**config.mk**
```make
export PLATFORM = sky130hd
export DESIGN_NAME = sec_pair_counter_flat
export DESIGN_NICKNAME = d
export VERILOG_FILES = /design/src/rtl/sec_pair_counter_pkg.sv /design/src/rtl/sec_pair_counter_if.sv /design/src/rtl/sec_pair_counter_bcd_wrap_digit.sv /design/src/rtl/sec_pair_counter.sv /design/src/flat_wrapper.sv
export SDC_FILE = /design/constraint.sdc
export NUM_CORES = 1
export LEC_CHECK = 0
export ABC_CLOCK_PERIOD_IN_PS = 5600
export CAP_MARGIN = 20
export CORE_MARGIN = 3
export CORE_UTILIZATION = 49
export CTS_CLUSTER_DIAMETER = 150
export DETAILED_ROUTE_END_ITERATION = 16
export PLACE_DENSITY = 0.92
export SLEW_MARGIN = 20
export SYNTH_ARGS = -nofsm -noshare
export SYNTH_HDL_FRONTEND = slang
export SYNTH_HIERARCHICAL = 1
export SYNTH_SLANG_ARGS = --single-unit
```
**constraint.sdc**
```tcl
create_clock -name clk -period 5.6 [get_ports clk]
set_input_delay 0.84 -clock clk [delete_from_list [all_inputs] [get_ports clk]]
set_output_delay 0.84 -clock clk [all_outputs]
set_load 0.01 [all_outputs]
```
**src/rtl/sec_pair_counter_pkg.sv**
```systemverilog
// sec_pair_pkg: shared types and default limits for the seconds/minutes pair counter
package sec_pair_pkg;
  typedef enum logic [1:0] {IDLE, ARMED, REPEAT} rpt_state_t;
  typedef logic [3:0] bcd_t;
  localparam int DEF_UNITS_MAX     = 9;
  localparam int DEF_TENS_MAX      = 5;
  localparam int DEF_REPEAT_DELAY  = 50;
  localparam int DEF_REPEAT_PERIOD = 10;
endpackage

```
**src/rtl/sec_pair_counter_if.sv**
```systemverilog
// sec_pair_counter_if: button levels in, BCD digits and carry/borrow out
interface sec_pair_counter_if;
  import sec_pair_pkg::*;
  logic add;
  logic sub;
  bcd_t units_q;
  bcd_t tens_q;
  bcd_t units_qr;
  bcd_t tens_qr;
  logic carry;
  logic borrow;
  modport master (output add, sub, input units_q, tens_q, units_qr, tens_qr, carry, borrow);
  modport slave (input add, sub, output units_q, tens_q, units_qr, tens_qr, carry, borrow);
endinterface

```
**src/rtl/sec_pair_counter_bcd_wrap_digit.sv**
```systemverilog
// bcd_wrap_digit: one BCD digit register wrapping between 0 and MAX
module bcd_wrap_digit
  import sec_pair_pkg::*;
#(
  parameter int MAX = 9
) (
  input  logic clk,
  input  logic rst,
  input  logic inc,
  input  logic dec,
  output bcd_t q,
  output bcd_t qr,
  output logic wrap
);
  bcd_t r_q;
  // digit steps up or down and wraps at the range ends
  always_ff @(posedge clk)
    r_q <= rst ? '0
         : inc ? (r_q == bcd_t'(MAX) ? '0 : r_q + 4'd1)
         : dec ? (r_q == '0 ? bcd_t'(MAX) : r_q - 4'd1)
         : r_q;
  assign q    = r_q;
  assign qr   = ~r_q;
  assign wrap = (inc & (r_q == bcd_t'(MAX))) | (dec & (r_q == '0));
endmodule

```
**src/rtl/sec_pair_counter.sv**
```systemverilog
// sec_pair_counter: two-digit BCD field with edge-stepped add/sub; SEC_PAIR_REPEAT_EN adds hold auto-repeat
module sec_pair_counter
  import sec_pair_pkg::*;
#(
  parameter int UNITS_MAX     = DEF_UNITS_MAX,
  parameter int TENS_MAX      = DEF_TENS_MAX,
  parameter int REPEAT_DELAY  = DEF_REPEAT_DELAY,
  parameter int REPEAT_PERIOD = DEF_REPEAT_PERIOD
) (
  input logic clk,
  input logic rst,
  sec_pair_counter_if.slave io_bus
);
  logic r_add_d, r_sub_d, r_carry, r_borrow;
  logic w_edge_up, w_edge_dn, w_up, w_dn, w_units_wrap, w_tens_wrap;

  if (REPEAT_DELAY < 1 || REPEAT_PERIOD < 1 || UNITS_MAX > 9 || TENS_MAX > 9) begin : g_bad_cfg
    $error("sec_pair_counter: invalid limit or repeat parameters");
  end

  assign w_edge_up = io_bus.add & ~r_add_d & ~io_bus.sub;
  assign w_edge_dn = io_bus.sub & ~r_sub_d & ~io_bus.add;

`ifdef SEC_PAIR_REPEAT_EN
  localparam int RPT_MAX = REPEAT_DELAY > REPEAT_PERIOD ? REPEAT_DELAY : REPEAT_PERIOD;
  localparam int CW = RPT_MAX > 1 ? $clog2(RPT_MAX) : 1;
  rpt_state_t r_state;
  logic r_dir_up;
  logic [CW-1:0] r_cnt;
  logic w_held, w_rpt;
  assign w_held = r_dir_up ? (io_bus.add & ~io_bus.sub) : (io_bus.sub & ~io_bus.add);
  assign w_rpt  = w_held & (((r_state == ARMED) & (r_cnt == CW'(REPEAT_DELAY - 1)))
                         | ((r_state == REPEAT) & (r_cnt == CW'(REPEAT_PERIOD - 1))));
  assign w_up   = w_edge_up | (w_rpt & r_dir_up);
  assign w_dn   = w_edge_dn | (w_rpt & ~r_dir_up);
  // repeat FSM: arm on a fresh edge, fire after the delay, then every period while held
  always_ff @(posedge clk) begin
    if (rst) begin
      r_state  <= IDLE;
      r_cnt    <= '0;
      r_dir_up <= 1'b0;
    end else if (w_edge_up | w_edge_dn) begin
      r_state  <= ARMED;
      r_cnt    <= '0;
      r_dir_up <= w_edge_up;
    end else if (r_state == IDLE || !w_held) begin
      r_state <= IDLE;
      r_cnt   <= '0;
    end else if (w_rpt) begin
      r_state <= REPEAT;
      r_cnt   <= '0;
    end else begin
      r_cnt <= r_cnt + 1'b1;
    end
  end
`else
  assign w_up = w_edge_up;
  assign w_dn = w_edge_dn;
`endif

  bcd_wrap_digit #(.MAX(UNITS_MAX)) u_units (
    .clk(clk), .rst(rst), .inc(w_up), .dec(w_dn),
    .q(io_bus.units_q), .qr(io_bus.units_qr), .wrap(w_units_wrap)
  );
  bcd_wrap_digit #(.MAX(TENS_MAX)) u_tens (
    .clk(clk), .rst(rst), .inc(w_up & w_units_wrap), .dec(w_dn & w_units_wrap),
    .q(io_bus.tens_q), .qr(io_bus.tens_qr), .wrap(w_tens_wrap)
  );

  // input history for edge detection and registered field wrap pulses
  always_ff @(posedge clk) begin
    r_add_d  <= rst ? 1'b0 : io_bus.add;
    r_sub_d  <= rst ? 1'b0 : io_bus.sub;
    r_carry  <= rst ? 1'b0 : w_up & w_tens_wrap;
    r_borrow <= rst ? 1'b0 : w_dn & w_tens_wrap;
  end

  assign io_bus.carry  = r_carry;
  assign io_bus.borrow = r_borrow;
endmodule

```
**src/flat_wrapper.sv**
```systemverilog
// flat-port wrapper written by rule: the top's interface ports become plain ports
module sec_pair_counter_flat import sec_pair_pkg::*;
#(
  parameter int UNITS_MAX     = DEF_UNITS_MAX,
  parameter int TENS_MAX      = DEF_TENS_MAX,
  parameter int REPEAT_DELAY  = DEF_REPEAT_DELAY,
  parameter int REPEAT_PERIOD = DEF_REPEAT_PERIOD
)
  (clk, rst, io_bus_add, io_bus_sub, io_bus_units_q, io_bus_tens_q, io_bus_units_qr, io_bus_tens_qr, io_bus_carry, io_bus_borrow);
  sec_pair_counter_if io_bus_i ();
  input logic clk;
  input logic rst;
  input wire logic [$bits(io_bus_i.add)-1:0] io_bus_add;
  input wire logic [$bits(io_bus_i.sub)-1:0] io_bus_sub;
  output wire logic [$bits(io_bus_i.units_q)-1:0] io_bus_units_q;
  output wire logic [$bits(io_bus_i.tens_q)-1:0] io_bus_tens_q;
  output wire logic [$bits(io_bus_i.units_qr)-1:0] io_bus_units_qr;
  output wire logic [$bits(io_bus_i.tens_qr)-1:0] io_bus_tens_qr;
  output wire logic [$bits(io_bus_i.carry)-1:0] io_bus_carry;
  output wire logic [$bits(io_bus_i.borrow)-1:0] io_bus_borrow;
  assign io_bus_i.add = io_bus_add;
  assign io_bus_i.sub = io_bus_sub;
  assign io_bus_units_q = io_bus_i.units_q;
  assign io_bus_tens_q = io_bus_i.tens_q;
  assign io_bus_units_qr = io_bus_i.units_qr;
  assign io_bus_tens_qr = io_bus_i.tens_qr;
  assign io_bus_carry = io_bus_i.carry;
  assign io_bus_borrow = io_bus_i.borrow;
  sec_pair_counter #(.UNITS_MAX(UNITS_MAX), .TENS_MAX(TENS_MAX), .REPEAT_DELAY(REPEAT_DELAY), .REPEAT_PERIOD(REPEAT_PERIOD)) u_core (.clk(clk), .rst(rst), .io_bus(io_bus_i));
endmodule
```
==> impl_metrics.ini, run 1 <==
[status]
outcome = finished, final reports clean

[final_layout]
drive_gt1_share_pct = 7.14
diodes = 0
seqCellArea_um2 = 240
final_area_um2 = 971
final_common_cell = clkdlybuf4s50_1
fillers = 120
multi_input_area_um2 = 445
nets = 118
layout_common_cells = clkdlybuf4s50_1, dfxtp_1, nor2_1
syn_to_final_growth_pct = 28.5

[clocking]
clk_path_buf_depth = 2
cts_sinks = 12
cts-htree-levels = 1
cts_post_setup_buffers_inserted = 0
cts_tree = yes
clk_pin_slew_ns = 0.06
cts_made_buffers = 3
clock_latency_ns = 0.27
cts-root-buf = clkbuf_4
cts-resized-gates = 0
cts_hold_buf = 0

[hold_path]
min_to = u_core/u_units/q[2]
holdCritStartpoint = u_core/r_sub_d
holdCritPathClass = flip-flop to flip-flop
holdPathStages = 3

[grt]
grt_pass1_vias = 613
met3_usage_pct = 7.17
antenna_found_initial = 0
grt_pass1_wl_um = 2680
grt_max_degree = 19
grtUsageMet1_pct = 22.8
grt_usage_pct = 18.5
gr-max-usage-layer = met2
grt.met2_usage_pct = 27.7
grt_overflow = 0

[critical_path]
cpPeakStageDelay_ns = 0.69
cp.required_ns = 5.81
cp_max_fo = 18
reg2regPathDepth = 8
cp-end-kind = flip-flop
cp_cell_sequence = clkdlybuf4s50_1 -> nor3b_2 -> a31oi_1 -> nor3_1 -> and2_1 -> and3_2 -> a31oi_1 -> nor3_1 -> and3b_1
rr_endpoint = u_core/io_bus.carry
r2r_start = u_core/r_add_d
worstPathArrival_ns = 3.32
rrSetupSlack_ns = 3.27
start_kind = primary input
slowest_stage = nor3b_2
critPathKind = primary input to flip-flop

[detailed_routing]
drc = 0
ant_nets = 0
drt_wl_total_um = 1610
dr.pass1.iters = 4
vias_per_cell = 5.83
first_iter_violations = 42
num_vias = 740
wl_per_cell_um = 12.7

[sta]
holdWs_ns = 0.600
slew_violations = 0
fin_ws_ns = 2.49
worst_pin_slew_ns = 0.824
setup_viol = 0
relSlewSlack_pct = 44.9
rsz0062_at_grt = false
fmax_mhz = 322
hold_viol_final = 0
finalCriticalPeriod_ns = 3.11
fin_tns_setup_ns = 0
finClkSkew_ns = 0.000419
period_share_pct = 55.5

[yosys]
synth.yosys.seq_area_share_pct = 31.8
syn_inst = 94
netlist_top_cells_area = dfxtp_1, nor2_1, xnor2_1
synth_area_um2 = 756
ys_ff_latch = 12
synth_top_area_share_pct = 31.8
ys_warn_count = 6
yosys.area.top_type = dfxtp_1
synth_cell_types = 34
syn_area_per_cell_um2 = 8.04
syn_nets = 98

[power_and_ir_drop]
ir_drop_v = 0.000119
power_leakage_nw = 0.355
powerDensity_mw_per_mm2 = 207
power.total_uw = 201

[floorplanning]
die_h_um = 45.3
coreArea_mm2 = 0.00137
die_w_um = 45.3
rows = 13
initial_utilization_pct = 55.3
dieArea_mm2 = 0.00205
ios = 22

[run]
maxCapViolCount = 0

[placed_design]
io_buffers = 21
dp_hpwl_um = 1200
dp_worst_setup_slack_ns = 2.25
gp_congestion = 0.797
dpl-instance-area_um2 = 948
[per-stage QoR]
stage / cells / utilization [%]
after floorplan: 94 / -
after global placement: 124 / 69.4
after detailed placement: 124 / 69.4
after CTS: 127 / 71.1
after global routing: 127 / 71.1
final: 127 / 71.1
[flip-flops by register name (all words and copies together), names as in the netlist]
register,flops
u_core/r_sub_d,1
u_core/io_bus.carry,1
u_core/io_bus.borrow,1
u_core/u_units/q,4
u_core/u_tens/q,4
u_core/r_add_d,1
[critical path, delay by kind of cell]
family / cells / cell delay (ns)
buffers and inverters: 1 / 0.50
and+or+nand+nor: 6 / 1.77
AOI/OAI and AO/OA: 2 / 0.21
[worst max path at each step]
| stage | from | to | slack, ns | depth (start not counted) |
|---|---|---|---|---|
| after floorplan | io_bus_sub | u_core/u_tens/q[1] | 3.13 | 8 |
| after global placement | io_bus_add | u_core/u_tens/q[1] | 2.35 | 8 |
| after detailed placement | io_bus_add | u_core/io_bus.carry | 2.25 | 9 |
| after CTS | io_bus_add | u_core/io_bus.carry | 2.54 | 9 |
| after global routing | io_bus_add | u_core/io_bus.borrow | 2.27 | 9 |
| final | io_bus_add | u_core/io_bus.carry | 2.49 | 9 |
[logic make-up (layout without fill, tap and decap cells)]
group / count (synthesis) / in the layout / synth area share [%]
simple gates: 38 / 38 / 30.1
compound gates: 25 / 25 / 24.2
buf+inv: 15 / 33 / 9.27
flops: 12 / 12 / 31.8
xor+xnor: 4 / 4 / 4.64
[cell usage after synthesis, drive strengths merged]
cell / number
a221oi: 2
nand4: 1
a211oi: 1
a2111oi: 1
or3: 1
nand2: 5
o22ai: 1
o311a: 1
and3b: 2
nor3b: 2
o31ai: 2
inv: 9
nor2b: 3
dfxtp: 12
and2: 2
o21bai: 2
a31oi: 4
a21oi: 2
a221o: 1
and3: 1
o2111ai: 1
o21ai: 5
a22o: 1
nor3: 4
nand4b: 2
nor2: 10
xnor2: 4
buf: 6
o32a: 1
or4: 1
nand2b: 4
[power breakdown]
group,internal (mW),total (mW),switching [mW],leakage (nW)
Sequential,0.0901,0.100,0.0103,0.0981
Clock,0.0248,0.0492,0.0243,0.0138
Combinational,0.0286,0.0517,0.0231,0.243
[per-layer routing]
metal  share of wire, %  vias up  wire length [um]
met3                6.5        6               105
met1                 41      335               668
met4                2.4        0                39
li1                   -      374                 -
met2                 50       25               797
met5                  0        -                 0
[area by class of cell]
class                           count  area share [%]
Sequential cell                    12            24.7
Clock buffer                        3            2.32
Timing Repair Buffer               21            21.6
Inverter                            9            3.48
Multi-Input combinational cell     67            45.9
Tap cell                           15            1.93
(Power assumes the default switching activity.)
==> run 2: changes to the inputs <==
--- a/config.mk
+++ b/config.mk
@@ -5,13 +5,13 @@
 export SDC_FILE = /design/constraint.sdc
 export NUM_CORES = 1
 export LEC_CHECK = 0
-export ABC_CLOCK_PERIOD_IN_PS = 5600
+export ABC_CLOCK_PERIOD_IN_PS = 3200
 export CAP_MARGIN = 20
 export CORE_MARGIN = 3
-export CORE_UTILIZATION = 49
+export CORE_UTILIZATION = 45
 export CTS_CLUSTER_DIAMETER = 150
 export DETAILED_ROUTE_END_ITERATION = 16
-export PLACE_DENSITY = 0.92
+export PLACE_DENSITY = 0.86
 export SLEW_MARGIN = 20
 export SYNTH_ARGS = -nofsm -noshare
 export SYNTH_HDL_FRONTEND = slang
==> constraint.sdc (replaced) <==
create_clock -name clk -period 3.2 [get_ports clk]
set_input_delay 0.48 -clock clk [delete_from_list [all_inputs] [get_ports clk]]
set_output_delay 0.48 -clock clk [all_outputs]
set_load 0.01 [all_outputs]
==> run 2 against run 1 <==
Compared with the run above:
- clock power grew 74%
- combinational power grew 80%
- count of clock-buffer cells in the layout is the same
- largest power group unchanged
==> impl_metrics.ini, run 2 (same netlist as run 1, synthesis figures left out) <==
[status]
outcome = finished, final reports clean

[sta]
holdWs_ns = 0.594
fin_ws_ns = 0.669
worst_pin_slew_ns = 0.421
fin_tns_setup_ns = 0
setup_viol = 0
hold_viol_final = 0
slew_violations = 0
finalCriticalPeriod_ns = 2.53
rsz0062_at_grt = false
fmax_mhz = 395
finClkSkew_ns = 0.00269
relSlewSlack_pct = 71.9
period_share_pct = 79.1

[final_layout]
nets = 120
drive_gt1_share_pct = 8.77
layout_common_cells = clkdlybuf4s50_1, dfxtp_1, nor2_1
syn_to_final_growth_pct = 30.6
fin_util_pct = 64.0
final_common_cell = clkdlybuf4s50_1
post_layout_nonfiller_instances = 130
fillers = 136
final_area_um2 = 987
diodes = 0

[detailed_routing]
dr.pass1.iters = 4
wl_per_cell_um = 12.8
ant_nets = 0
num_vias = 742
drc = 0
first_iter_violations = 10
vias_per_cell = 5.71
drt_wl_total_um = 1660

[power_and_ir_drop]
intPower_uw = 253
power_leakage_nw = 0.365
power.total_uw = 354
swShare_pct = 28.7
p_switching_uw = 102
powerDensity_mw_per_mm2 = 359
p_seq_share_pct = 49.7
clkPwrFrac_pct = 24.1
ir_drop_v = 0.000254
pwr-share-comb_pct = 26.2

[clocking]
cts-root-buf = clkbuf_4
cts-htree-levels = 1
clk_path_buf_depth = 2
cts_post_setup_buffers_inserted = 0
clk_pin_slew_ns = 0.06
clock_latency_ns = 0.27
cts-resized-gates = 0
cts_hold_buf = 0
cts_sinks = 12
cts_made_buffers = 3
cts_tree = yes

[critical_path]
reg2regPathDepth = 11
r2r_start = u_core/r_sub_d
rr_endpoint = u_core/io_bus.borrow
critPathKind = primary input to flip-flop
worstPathArrival_ns = 2.74
cp.required_ns = 3.41
cp_max_fo = 9
rrSetupSlack_ns = 1.11
start_kind = primary input
cp-end-kind = flip-flop

[floorplanning]
rows = 14
initial_utilization_pct = 49.0
die_w_um = 47.0
dieArea_mm2 = 0.00221
die_h_um = 47.0
coreArea_mm2 = 0.00154
ios = 22

[grt]
antenna_found_initial = 0
grt_overflow = 0
grt_usage_pct = 17.3
grt_pass1_vias = 639
grt_pass1_wl_um = 2700
grt_max_degree = 18

[hold_path]
holdPathStages = 2
holdCritPathClass = flip-flop to flip-flop
holdCritStartpoint = u_core/u_units/q[3]
min_to = u_core/u_units/q[3]

[placed_design]
gp_congestion = 0.742
dp_worst_setup_slack_ns = 0.437
io_buffers = 21
dp.cells = 127
dp_hpwl_um = 1250
dpl-instance-area_um2 = 965

[run]
maxCapViolCount = 0
==> run 2: cell count changes in the layout (fill, tap and decap cells not counted), sizes merged <==
cell | previous run | this run
buf | 0 | 2
==> run 2: final cells by class <==
class                           instances  area [um^2]  area share [%]
Timing Repair Buffer                   23          225            22.8
Tap cell                               16         20.0            2.03
Clock buffer                            3         22.5            2.28
Multi-Input combinational cell         67          445            45.1
Sequential cell                        12          240            24.3
Inverter                                9         33.8            3.42
==> run 2: layer usage <==
layer	part of all wire, %	wire (um)	up-vias	GRT usage [%]
li1	-	-	378	-
met3	4.8	79	4	6.90
met1	44	731	346	22.8
met2	50	828	14	26.0
met5	0	0	-	0
met4	1.4	23	0	4.97
==> run 2: power by group through the flow <==
stage               registers [mW]  clock network (mW)  logic [mW]
floorplan                    0.170                   0      0.0615
global placement             0.179                   0      0.0904
detailed placement           0.179                   0      0.0925
CTS                          0.176              0.0904      0.0932
global route                 0.179              0.0991       0.102
finish                       0.176              0.0854      0.0929
==> run 2: critical path, cell delays in order <==
cell	delay, ns
clkdlybuf4s50_1	0.51
nor3b_2	0.17
buf_4	0.16
nand2b_1	0.09
nor2_1	0.10
a31oi_1	0.05
nor3_1	0.20
and2_1	0.33
and3_2	0.22
a31oi_1	0.04
nor3_1	0.21
and3b_1	0.19
==> run 2: how the worst max path moves through the flow <==
stage | start | end | slack [ns] | depth (start not counted)
2_1_floorplan | io_bus_sub | u_core/u_tens/q[1] | 1.09 | 8
3_3_place_gp | io_bus_sub | u_core/io_bus.borrow | 0.56 | 12
3_5_place_dp | io_bus_sub | u_core/io_bus.borrow | 0.44 | 12
4_1_cts | io_bus_sub | u_core/io_bus.borrow | 0.69 | 12
5_1_grt | io_bus_sub | u_core/io_bus.carry | 0.46 | 12
6_report | io_bus_sub | u_core/io_bus.borrow | 0.67 | 12
==> run 3: changes to the inputs <==
--- a/config.mk
+++ b/config.mk
@@ -5,13 +5,13 @@
 export SDC_FILE = /design/constraint.sdc
 export NUM_CORES = 1
 export LEC_CHECK = 0
-export ABC_CLOCK_PERIOD_IN_PS = 3200
+export ABC_CLOCK_PERIOD_IN_PS = 2100
 export CAP_MARGIN = 20
 export CORE_MARGIN = 3
-export CORE_UTILIZATION = 45
+export CORE_UTILIZATION = 41
 export CTS_CLUSTER_DIAMETER = 150
 export DETAILED_ROUTE_END_ITERATION = 16
-export PLACE_DENSITY = 0.86
+export PLACE_DENSITY = 0.83
 export SLEW_MARGIN = 20
 export SYNTH_ARGS = -nofsm -noshare
 export SYNTH_HDL_FRONTEND = slang
==> constraint.sdc (replaced) <==
create_clock -name clk -period 2.1 [get_ports clk]
set_input_delay 0.315 -clock clk [delete_from_list [all_inputs] [get_ports clk]]
set_output_delay 0.315 -clock clk [all_outputs]
set_load 0.01 [all_outputs]
==> run 3 against run 2 <==
Compared with the run above:
- design area rose by 6.3%
- clock skew fell by 0.0010 ns
- worst hold slack got worse by 0.13 ns
- critical path depth fell by 3
- critical path type is now flip-flop to flip-flop
- largest cell class unchanged
- highest routed layer unchanged
==> impl_metrics.ini, run 3 (same netlist as run 1, synthesis figures left out) <==
[sta]
fmax_mhz = 510
period_share_pct = 93.4
relSlewSlack_pct = 68.2
rsz0062_at_grt = false
setup_viol = 0
hold_viol_final = 0
finClkSkew_ns = 0.00166
worst_pin_slew_ns = 0.475
fin_tns_setup_ns = 0
finalCriticalPeriod_ns = 1.96
slew_violations = 0

[floorplanning]
die_w_um = 48.9
coreArea_mm2 = 0.00161
initial_utilization_pct = 46.9
rows = 14
die_h_um = 48.9
dieArea_mm2 = 0.00239
ios = 22

[final_layout]
fillers = 148
nets = 126
drive_gt1_share_pct = 15.8
seqCellArea_um2 = 240
final_area_mm2 = 0.00105
post_layout_nonfiller_instances = 144
multi_input_area_um2 = 455
diodes = 0
fin_util_pct = 65.1
syn_to_final_growth_pct = 38.9
layout_common_cells = clkdlybuf4s50_1, dfxtp_1, nor2_1
final_common_cell = clkdlybuf4s50_1

[placed_design]
io_buffers = 21
gp_congestion = 0.775
dpl-instance-area_mm2 = 0.00101
dp_hpwl_um = 1310
dp.cells = 140

[status]
outcome = finished, final reports clean

[power_and_ir_drop]
p_seq_share_pct = 47.6
intPower_uw = 391
powerDensity_mw_per_mm2 = 528
clkPwrFrac_pct = 24.0
power.total_uw = 554
swShare_pct = 29.4
power_leakage_nw = 0.398
pwr-share-comb_pct = 28.4
ir_drop_v = 0.000290
p_switching_uw = 163

[critical_path]
crit_buf_inv = 1
crit_top_cell = a31oi_1
path_delay_family = compound AO/OA/AOI/OAI gates
worstPathArrival_ns = 2.12
startpoint = u_core/u_units/q[3]
r2r_start = u_core/u_units/q[3]
cpPeakStageDelay_ns = 0.45
cp_cell_sequence = nand2b_1 -> nor2_1 -> a31oi_1 -> nor3_2 -> and2_4 -> buf_4 -> o21ai_0 -> a31oi_1 -> o311a_1
cp_max_fo = 8
rrSetupSlack_ns = 0.14
start_kind = flip-flop
critPathKind = flip-flop to flip-flop
slowest_stage = dfxtp_1
cp-end-kind = flip-flop
cp.required_ns = 2.26

[clocking]
clk_pin_slew_ns = 0.06
cts_sinks = 12
cts_made_buffers = 3
clock_latency_ns = 0.27
cts_tree = yes
cts-root-buf = clkbuf_4
cts-htree-levels = 1
clk_path_buf_depth = 2

[hold_path]
holdCritPathClass = primary input to flip-flop
holdCritStartpoint = io_bus_add

[detailed_routing]
first_iter_violations = 43
drt_wl_total_um = 1850
dr.pass1.iters = 4
num_vias = 826
wl_per_cell_um = 12.9
vias_per_cell = 5.74
drc = 0
ant_nets = 0

[grt]
grt_overflow = 0
antenna_found_initial = 0
grt_pass1_wl_um = 3060
grt_usage_pct = 16.1
grt_pass1_vias = 722
grt_max_degree = 18

[run]
maxCapViolCount = 0
[run 3: changes by cell type in the layout (fill, tap and decap cells not counted), sizes merged]
| cell | before | now |
|---|---|---|
| buf | 2 | 8 |
| clkdlybuf4s50 | 21 | 19 |
| dlygate4sd2 | 0 | 2 |
[run 3: final cells by class]
| cell class | instances | share of cell area [%] |
|---|---|---|
| clock buffers | 3 | 2.15 |
| inverters | 9 | 3.22 |
| multi-input cells | 67 | 43.4 |
| flip-flops and latches | 12 | 22.9 |
| well taps | 24 | 2.86 |
| repair buffers | 29 | 25.5 |
[run 3: metal layers]
layer	wire (um)	part of all wire [%]	track usage, %	vias to the layer above
met5	0	0	0	-
met4	26	1.4	7.11	0
met3	153	8.3	5.50	4
met2	909	49	26.7	48
met1	763	41	18.7	384
li1	-	-	-	390
[run 3: final timing paths]
path                               to  depth (start not counted)
setup reg to reg   u_core/u_tens/q[2]                          9
hold / removal         u_core/r_add_d                          2
hold reg to reg   u_core/u_units/q[3]                          2
setup / recovery   u_core/u_tens/q[2]                          9
[run 3: timing repair]
action	CTS	global route
pin swaps	5	0
gates resized for setup	5	1
hold buffers	0	0
buffers inserted	1	0
endpoints found under the setup margin	3	5
[run 3: worst reg2reg max path: cells and delay by family (launching register included)]
kind | cells | cell delay [ns]
AO/OA/AOI/OAI | 4 | 0.77
buffers and inverters | 1 | 0.14
flip-flops | 1 | 0.45
AND/OR/NAND/NOR | 4 | 0.49
[run 3: power groups by stage]
| stage | registers, mW | logic [mW] | clock network, mW |
|---|---|---|---|
| after floorplan | 0.259 | 0.0937 | 0 |
| after global placement | 0.267 | 0.150 | 0 |
| after detailed placement | 0.268 | 0.154 | 0 |
| after CTS | 0.263 | 0.156 | 0.137 |
| after global routing | 0.267 | 0.172 | 0.150 |
| final | 0.264 | 0.157 | 0.133 |
[run 3: per-stage QoR]
stage	hold WS (ns)	setup slack [ns]
3_3_place_gp	0.583	-0.179
6_report	0.460	0.138
2_1_floorplan	0.387	0.153
4_1_cts	0.451	0.153
3_5_place_dp	0.589	-0.313
5_1_grt	0.488	0.00318
==> edit (flow settings as in run 2) <==
Build with the macro `SEC_PAIR_REPEAT_EN` defined.
--- a/src/rtl/sec_pair_counter.sv
+++ b/src/rtl/sec_pair_counter.sv
@@ -1,4 +1,6 @@
 // sec_pair_counter: two-digit BCD field with edge-stepped add/sub; SEC_PAIR_REPEAT_EN adds hold auto-repeat
+`define SEC_PAIR_REPEAT_EN
+
 module sec_pair_counter
   import sec_pair_pkg::*;
 #(
Function: same outputs for any inputs over 10 cycles, from zero or initial values and one cycle with rst high; that may be too few to reach the edited logic, so the function may still have changed.
==> edit against run 2 <==
Synthesized cell count is 53% higher; combinational power is 17% higher; final area is 54% higher; largest cell class unchanged; highest routed layer unchanged; sequential power is 66% higher; die area is 58% higher; largest power group unchanged; power is 50% higher; critical path type unchanged; sequential cell count is 9 higher; routed wire length is 80% higher; worst hold slack worse by 0.094 ns; synthesized area is 68% higher; worst setup slack worse by 0.49 ns.
==> edit: results (changes against run 2) <==
| Metric | Value |
|---|---|
| Register area share after synthesis | 0.331 (+0.0132) |
| Worst clock skew | 0.00548 ns (+0.00279 ns) |
| Final min period | 3.02 ns (+0.494 ns) |
| CP max FO | 9 (unchanged) |
| RD Place Congestion | 0.875 (+18%) |
| Routed via count | 1166 (+57%) |
| Maximum vdd drop | 0.000310 V (+22%) |
| Initial antenna violation count | 0 (unchanged) |
| Syn Nets | 150 (+53%) |
| Synth cell types | 55 (+62%) |
| Global Route Usage Sum | 0.182 (+0.00923) |
| Synth top cells by count | dfxtp_1 (21), inv_1 (12), nor2_1 (11), nand2_1 (6), nor3_2 (6) |
| Max transition margin | 0.724 (+0.00538) |
| Worst reg2reg setup slack | 0.36 ns (-0.75 ns) |
| Iter 0 DRT Violations | 54 (+44) |
| Placed Cells | 191 (+50%) |
| Cts repair resizes | 0 (unchanged) |
| Synth top area cells | dfxtp_1 (33%), nor3_2 (4.7%), inv_1 (3.5%), xnor2_1 (3.4%), nor2_1 (3.3%) |
| WL final | 2990 µm (+80%) |
| Antenna cells | 0 (unchanged) |
| First-pass GRT wire length | 4860 µm (+80%) |
| Delay of the slowest critical-path stage | 0.52 ns |
| Post-Syn Instances | 144 (+53%) |
| Dominant synthesized flop cell | dfxtp_1 |
| Cts bufs inserted | 3 (unchanged) |
| DRT Pass-1 Iters | 4 (unchanged) |
| Clock Latency Late Sink | 0.31 ns (+0.04 ns) |
| DP HPWL | 2160 µm (+73%) |
| Pre-CTS WS | -0.0394 ns (-0.476 ns) |
| Vias in the first global route | 1127 (+76%) |
| Clock-pin slew on the worst setup and hold paths | 0.12 ns (+0.06 ns) |
| Post-CTS setup repair buffer count | 0 (unchanged) |
| Post-layout net count | 172 (+43%) |
| Leakage | 0.000553 µW (+51%) |
| WP data arrival | 3.25 ns (+0.51 ns) |
| Share of cells above drive strength 1 | 0.139 (+0.0517) |
| Port bufs | 21 (unchanged) |
| Crit path max-delay cell type | clkdlybuf4s50_1 |
| Status | complete, no violations |
| Avg Vias per Cell | 5.98 (+4.8%) |
## edit: final cells by class
| cell class | count | area, µm² |
|---|---|---|
| multi-input combinational | 103 | 753 |
| tap | 30 | 37.5 |
| clock buffer | 3 | 22.5 |
| timing repair buffer | 25 | 240 |
| sequential | 21 | 420 |
| inverter | 12 | 45.0 |
| clock inverter | 1 | 5.00 |
| fill | 227 | 1070 |
## edit: worst paths after layout
check                                       start              endpoint  depth (start not counted)
worst max-delay path                   io_bus_sub  u_core/io_bus.borrow                         13
worst min-delay path            u_core/r_state[1]     u_core/r_state[1]                          2
worst max register to register    u_core/r_cnt[1]    u_core/u_tens/q[1]                         13
worst min register to register  u_core/r_state[1]     u_core/r_state[1]                          2
## edit: power by group
group	switching [µW]	internal (µW)	leakage [µW]
Clock	84.2	46.7	0.0000177
Combinational	51.2	58.2	0.000364
Sequential	21.3	272	0.000171
Total	157	376	0.000553
## edit: worst min-delay path, cell delays in order, from the launching register on
cell and delay (ns):
dfxtp_1 0.35, inv_1 0.07, a21oi_2 0.04
## edit: cell families (layout without fill, tap and decap cells)
group                      after synthesis  count (layout)  share of synthesized area
xor gates and xnor gates                 8               8                     0.0552
AOI/OAI and AO/OA                       33              33                      0.189
muxes                                    1               1                    0.00887
DFF                                     21              21                      0.331
and+or+nand+nor                         59              59                      0.320
adders and majority gates                2               2                     0.0197
buffers and inverters                   20              41                     0.0759
## edit: layer usage
layer / part of all wire / wire, µm / up-vias / global-route usage
met3: 0.054 / 161 / 10 / 0.0458
li1: - / - / 559 / -
met2: 0.50 / 1500 / 38 / 0.312
met4: 0.031 / 92 / 0 / 0.0906
met5: 0 / 0 / - / 0
met1: 0.41 / 1240 / 559 / 0.208
## edit: per-stage QoR
step                      setup TNS, ns  cell area [µm²]  hold slack [ns]  total power, µW   util
final                                 0             1520            0.500              533  0.588
after global routing                  0             1520            0.524              564  0.588
after CTS                             0             1520            0.501              539  0.588
after detailed placement        -0.0423             1500            0.478              406  0.578
after global placement                0             1500            0.472              399  0.578
after floorplan                       0             1270            0.454              359      -
